**config.mk**
```make
export PLATFORM = sky130hd
export DESIGN_NAME = matrix_scan_ctrl
export DESIGN_NICKNAME = d
export VERILOG_FILES = /design/src/rtl/matrix_pkg.sv /design/src/rtl/scan_timer.sv /design/src/rtl/matrix_scan_ctrl.sv
export SDC_FILE = /design/constraint.sdc
export NUM_CORES = 1
export LEC_CHECK = 0
export CORE_ASPECT_RATIO = 0.75
export CORE_MARGIN = 2
export CORE_UTILIZATION = 55
export DETAILED_ROUTE_END_ITERATION = 6
export HOLD_SLACK_MARGIN = 0.1
export PLACE_DENSITY = 0.85
export SKIP_CTS_REPAIR_TIMING = 1
export SYNTH_ARGS = -nofsm -noshare
export SYNTH_HDL_FRONTEND = slang
export SYNTH_HIERARCHICAL = 1
export SYNTH_SLANG_ARGS = --single-unit
```
**constraint.sdc**
```tcl
create_clock -name clk -period 4.5 [get_ports clk]
set_input_delay 0.9 -clock clk [delete_from_list [all_inputs] [get_ports clk]]
set_output_delay 0.9 -clock clk [all_outputs]
set_load 0.02 [all_outputs]
```
**src/rtl/matrix_pkg.sv**
```systemverilog
// Shared types and constants for the LED matrix scan path: frame layout,
// colour slice positions and the scan sequencer state encoding.
package matrix_pkg;

  localparam int DEF_ROWS = 8;
  localparam int DEF_COLS = 8;

  // Colour byte position within a row word, in units of COLS bits.
  localparam int RED_OFS = 2;
  localparam int GRN_OFS = 1;
  localparam int BLU_OFS = 0;

  localparam int RED_HI = 3 * DEF_COLS - 1;
  localparam int RED_LO = 2 * DEF_COLS;
  localparam int GRN_HI = 2 * DEF_COLS - 1;
  localparam int GRN_LO = DEF_COLS;
  localparam int BLU_HI = DEF_COLS - 1;
  localparam int BLU_LO = 0;

  typedef enum logic [1:0] {
    ST_IDLE  = 2'd0,
    ST_LOAD  = 2'd1,
    ST_DRIVE = 2'd2,
    ST_BLANK = 2'd3
  } scan_state_t;

  typedef logic [3*DEF_COLS-1:0] rgb_row_t;
  typedef rgb_row_t [DEF_ROWS-1:0] frame_t;

  function automatic int max2(input int a, input int b);
    return (a > b) ? a : b;
  endfunction

endpackage

```
**src/rtl/scan_timer.sv**
```systemverilog
// Loadable down-counter; terminal is high while the count sits at zero.
// Loading N gives N+1 cycles before the terminal cycle is passed.
module scan_timer #(
  parameter int W = 4
) (
  input  logic         clk,
  input  logic         reset_n,
  input  logic         load,
  input  logic [W-1:0] load_val,
  output logic         terminal
);

  logic [W-1:0] cnt_q;

  always_ff @(posedge clk or negedge reset_n) begin
    if (!reset_n) begin
      cnt_q <= '0;
    end else if (load) begin
      cnt_q <= load_val;
    end else if (cnt_q != '0) begin
      cnt_q <= cnt_q - 1'b1;
    end
  end

  assign terminal = (cnt_q == '0);

endmodule

```
**src/rtl/matrix_scan_ctrl.sv**
```systemverilog
// Row-scan sequencer for the RGB LED matrix: captures a frame into a shadow
// register and drives it row by row. Define MATRIX_BLANK_EN for inter-row blanking.
module matrix_scan_ctrl
  import matrix_pkg::*;
#(
  parameter int ROWS  = DEF_ROWS,
  parameter int COLS  = DEF_COLS,
  parameter int DWELL = 1000,
  parameter int BLANK = 16
) (
  input  logic                           clk,
  input  logic                           reset_n,
  input  logic                           enable,
  input  logic [ROWS-1:0][3*COLS-1:0]    frame_in,
  input  logic                           frame_valid,
  output logic                           frame_ack,
  output logic [ROWS-1:0]                row_sel,
  output logic [COLS-1:0]                red,
  output logic [COLS-1:0]                green,
  output logic [COLS-1:0]                blue,
  output logic                           frame_done
);

  localparam int RW   = (ROWS > 1) ? $clog2(ROWS) : 1;
  localparam int MAXC = max2(DWELL, BLANK);
  localparam int CW   = (MAXC > 1) ? $clog2(MAXC) : 1;

  localparam logic [CW-1:0] DWELL_V  = CW'(DWELL - 1);
  localparam logic [RW-1:0] LAST_ROW = RW'(ROWS - 1);
`ifdef MATRIX_BLANK_EN
  localparam logic [CW-1:0] BLANK_V  = CW'(BLANK - 1);
`endif

  scan_state_t                   state_q, state_d;
  logic [RW-1:0]                 row_q, row_d;
  logic [ROWS-1:0][3*COLS-1:0]   shadow_q;

  logic                          cap;
  logic                          done_d;
  logic                          row_end;
  logic                          tmr_load;
  logic [CW-1:0]                 tmr_val;
  logic                          tmr_term;

  logic [ROWS-1:0]               row_sel_d;
  logic [COLS-1:0]               red_d, green_d, blue_d;

  scan_timer #(
    .W(CW)
  ) u_timer (
    .clk      (clk),
    .reset_n  (reset_n),
    .load     (tmr_load),
    .load_val (tmr_val),
    .terminal (tmr_term)
  );

  always_comb begin
    state_d  = state_q;
    row_d    = row_q;
    cap      = 1'b0;
    done_d   = 1'b0;
    row_end  = 1'b0;
    tmr_load = 1'b0;
    tmr_val  = DWELL_V;

    case (state_q)
      ST_IDLE: begin
        if (enable) begin
          state_d  = ST_LOAD;
          cap      = frame_valid;
          tmr_load = 1'b1;
          tmr_val  = '0;
        end
      end
      ST_LOAD: begin
        state_d  = ST_DRIVE;
        row_d    = '0;
        tmr_load = 1'b1;
        tmr_val  = DWELL_V;
      end
      ST_DRIVE: begin
        if (tmr_term) begin
`ifdef MATRIX_BLANK_EN
          state_d  = ST_BLANK;
          tmr_load = 1'b1;
          tmr_val  = BLANK_V;
`else
          row_end  = 1'b1;
`endif
        end
      end
`ifdef MATRIX_BLANK_EN
      ST_BLANK: begin
        if (tmr_term) row_end = 1'b1;
      end
`endif
      default: state_d = ST_IDLE;
    endcase

    // A row's time is up: step to the next row or close out the frame.
    if (row_end) begin
      tmr_load = 1'b1;
      if (row_q != LAST_ROW) begin
        state_d = ST_DRIVE;
        row_d   = row_q + 1'b1;
        tmr_val = DWELL_V;
      end else begin
        row_d   = '0;
        done_d  = 1'b1;
        tmr_val = '0;
        if (enable) begin
          state_d = ST_LOAD;
          cap     = frame_valid;
        end else begin
          state_d = ST_IDLE;
        end
      end
    end
  end

  // Outputs are computed from the next state so they register in step with it.
  always_comb begin
    row_sel_d = '0;
    red_d     = '0;
    green_d   = '0;
    blue_d    = '0;
    if (state_d == ST_DRIVE) begin
      row_sel_d[row_d] = 1'b1;
      red_d            = shadow_q[row_d][RED_OFS*COLS +: COLS];
      green_d          = shadow_q[row_d][GRN_OFS*COLS +: COLS];
      blue_d           = shadow_q[row_d][BLU_OFS*COLS +: COLS];
    end
  end

  always_ff @(posedge clk or negedge reset_n) begin
    if (!reset_n) begin
      state_q    <= ST_IDLE;
      row_q      <= '0;
      shadow_q   <= '0;
      frame_ack  <= 1'b0;
      frame_done <= 1'b0;
      row_sel    <= '0;
      red        <= '0;
      green      <= '0;
      blue       <= '0;
    end else begin
      state_q    <= state_d;
      row_q      <= row_d;
      frame_ack  <= cap;
      frame_done <= done_d;
      row_sel    <= row_sel_d;
      red        <= red_d;
      green      <= green_d;
      blue       <= blue_d;
      if (cap) shadow_q <= frame_in;
    end
  end

endmodule

```
==> results.txt <==
status - finished clean
WS Path Type - register to register
Pleak - 7.18 nW
worst-path maximum fanout - 46
Multi-input gate area - 0.00431 mm²
Post-Synthesis Cell Area - 0.0107 mm²
Worst-path clk slew - 60 ps
Initial DRT Pass Iterations - 5
fin crit share - 77.0%
r2r setup slk - 1030 ps
Core Area - 0.0192 mm²
drt wl/cell - 17.9 µm
Hold Path Sink - shadow_q[163]
FF+latch count, synth - 241
num ports - 230
Yosys warnings - 6
Setup-failing EPs final - 0
register area share after synthesis - 56.2%
FF-to-FF End - red[0]
full die area - 0.0206 mm²
register area - 0.00603 mm²
# DRC - 0
CTS sink cnt - 241
ANT nets after route - 0
CTS tree - done
CP Cell Sequence - inv_1 -> ha_1 -> nor3b_1 -> and3_1 -> and2_4 -> a22oi_4 -> inv_4 -> buf_12 -> mux2_2 -> o22ai_1 -> nor3_1
gr usage total - 28.6%
CTS max path bufs - 3
Slew @ Worst Pin - 1080 ps
top post-synthesis cells by area - dfrtp_1 56%, nand2_1 21%, mux2_2 9.9%, o22ai_1 2.9%, nor3_1 1.5%
Mean Syn Cell Area - 9.30 µm²
RSZ-0062 raised after global routing - no
CP max stage cell - and3_1
Worst Hold Launch - shadow_q[163]
required time worst endpoint - 4880 ps
H-tree depth - 1
Hold Path Cell Cnt - 2
dpl hpwl - 19.7 mm
routed via count divided by cell count - 5.37
Final Critical Period - 3470 ps
Die X-Extent - 165 µm
First DRT Iteration DRCs - 880
WL final - 29.1 mm
Rel. slew slack - 27.8%
reg2reg start - u_timer/cnt_q[0]
synth unique cells - 40
initial antenna violation count - 1
grt ovf - 0
Worst VDD drop - 220 µV
max cap viols - 0
Hold Crit Class - register to register
FF-to-FF path depth - 11
Final Hold Vio Count - 0
Critical Path Source Type - register
Syn Inst Count - 1154
FMAX - 288 MHz
Via Count - 8703
Worst setup EP type - register
global-route wire length before repair - 45.9 mm
PD cells - 321 mW/mm²
Clock Latency Late Sink - 510 ps
Synth top area share - 56.2%
Final Skew - 13.8 ps
Final GP Congestion - 0.937
total power - 4.48 mW
vias in the first global route - 8638
I/O Buffers - 229
synthesis-to-finish area growth - 30.0%
Fillers - 1379
largest net degree at the start of global routing - 193
Starting Density - 55.8%
final net count - 1555
clk root buf - clkbuf_16
Arr. time, crit path - 3850 ps
top cell type by total area after synthesis - dfrtp_1
Num CTS Buffers - 23
share of layout cells above drive strength 1 - 11.6%
chip height - 125 µm
Slew Viols, Final - 0
CP peak stage delay - 470 ps
setup TNS - 0 ps
# rows - 44
## per-layer routing
layer,wire length (µm),track usage [%],vias up
li1,-,-,4100
met1,13700,46.3,4180
met2,11900,39.5,373
met3,2810,6.20,50
met4,622,6.14,0
met5,0,0,-
## stage by stage
step / area [µm²] / std cells / hold WS, ps / util (%) / worst slack, ps
global route: 13900 / 1620 / 488 / 72.6 / 738
global placement: 13100 / 1579 / 452 / 68.4 / 1240
floorplan: 10700 / 1155 / 438 / - / 2080
detailed placement: 13100 / 1579 / 457 / 68.4 / 1110
finish: 13900 / 1621 / 472 / 72.6 / 1030
CTS: 13900 / 1620 / 474 / 72.6 / 1070
## cells by family (layout without fill, tap and decap cells)
family | after synthesis | after routing | synth area share (%)
AO/OA/AOI/OAI | 69 | 69 | 4.28
XOR/XNOR | 7 | 7 | 0.572
adder cells (fa/ha/maj) | 8 | 8 | 0.933
buffers and inverters | 78 | 290 | 3.72
flip-flops | 241 | 241 | 56.2
multiplexers | 99 | 99 | 10.4
other | 1 | 3 | 0.0350
AND/OR/NAND/NOR | 651 | 651 | 23.8
## critical path, delay by kind of cell (launching register included)
kind,cells,cell delay (ps)
buffers and inverters,3,830
and+or+nand+nor,4,1060
muxes,1,380
adders and majority gates,1,210
AOI/OAI and AO/OA,2,430
DFF,1,380
## worst max-delay path by stage
stage / startpoint / end / slack, ps / cells after the start
2_1_floorplan: u_timer/cnt_q[0] / red[7] / 2080 / 13
3_3_place_gp: u_timer/cnt_q[0] / red[0] / 1240 / 11
3_5_place_dp: u_timer/cnt_q[0] / red[0] / 1110 / 11
4_1_cts: u_timer/cnt_q[0] / red[0] / 1070 / 11
5_1_grt: u_timer/cnt_q[0] / red[0] / 740 / 11
6_report: u_timer/cnt_q[0] / red[0] / 1030 / 11
## cells in the final DEF (no fill, tap or decap), types with 2 or more instances in the layout
cell type	count
a211oi_1	4
nand3_1	2
nor2_1	10
xnor2_1	5
mux2_1	2
nand2_1	589
nor3_1	33
nor2b_1	2
clkdlybuf4s50_1	228
ha_1	8
a21oi_1	3
a31oi_1	2
xor2_1	2
o31ai_1	3
conb_1	2
o22ai_1	49
nand2b_1	6
clkbuf_8	6
and3_1	2
mux2_2	94
o21ai_2	3
mux2i_1	2
bufinv_16	3
clkinv_2	8
clkbuf_16	23
buf_4	7
inv_1	6
dfrtp_1	241
buf_12	5
## registers in the layout, summed over array words and instances, names as in the netlist
signal	count
shadow_q	192
green	8
blue	8
red	8
row_sel	8
frame_done	1
row_q	3
frame_ack	1
u_timer/cnt_q	10
state_q	2
## cells in the mapped netlist, drive strengths merged
| master | count |
|---|---|
| nor3b | 1 |
| nand2b | 6 |
| and4bb | 1 |
| mux2 | 97 |
| or2 | 1 |
| nor3 | 33 |
| nor2 | 10 |
| and2 | 2 |
| nand3 | 2 |
| a21oi | 3 |
| clkbuf | 19 |
| and3 | 2 |
| mux2i | 2 |
| a31oi | 2 |
| o31ai | 4 |
| a22oi | 1 |
| ha | 8 |
| inv | 8 |
| o211ai | 1 |
| conb | 1 |
| o21ai | 5 |
| xnor2 | 5 |
| o22ai | 49 |
| nand2 | 589 |
| nor4 | 2 |
| a211oi | 4 |
| xor2 | 2 |
| nor2b | 2 |
| buf | 51 |
| dfrtp | 241 |
## where the power goes
part,internal (mW),leakage [nW],switching (mW)
combinational,0.170,3.46,0.0825
clock,1.20,0.401,0.820
sequential,2.18,3.32,0.0205
## layout make-up
type | instances | area share [%]
repair buffers | 241 | 17.6
clock buffers | 30 | 4.75
diodes | 1 | 0.0179
multi-input cells | 836 | 30.9
flip-flops and latches | 241 | 43.3
well taps | 253 | 2.27
clock inverters | 11 | 0.933
inverters | 8 | 0.269
Note: power is estimated with default switching activity, not from simulation.
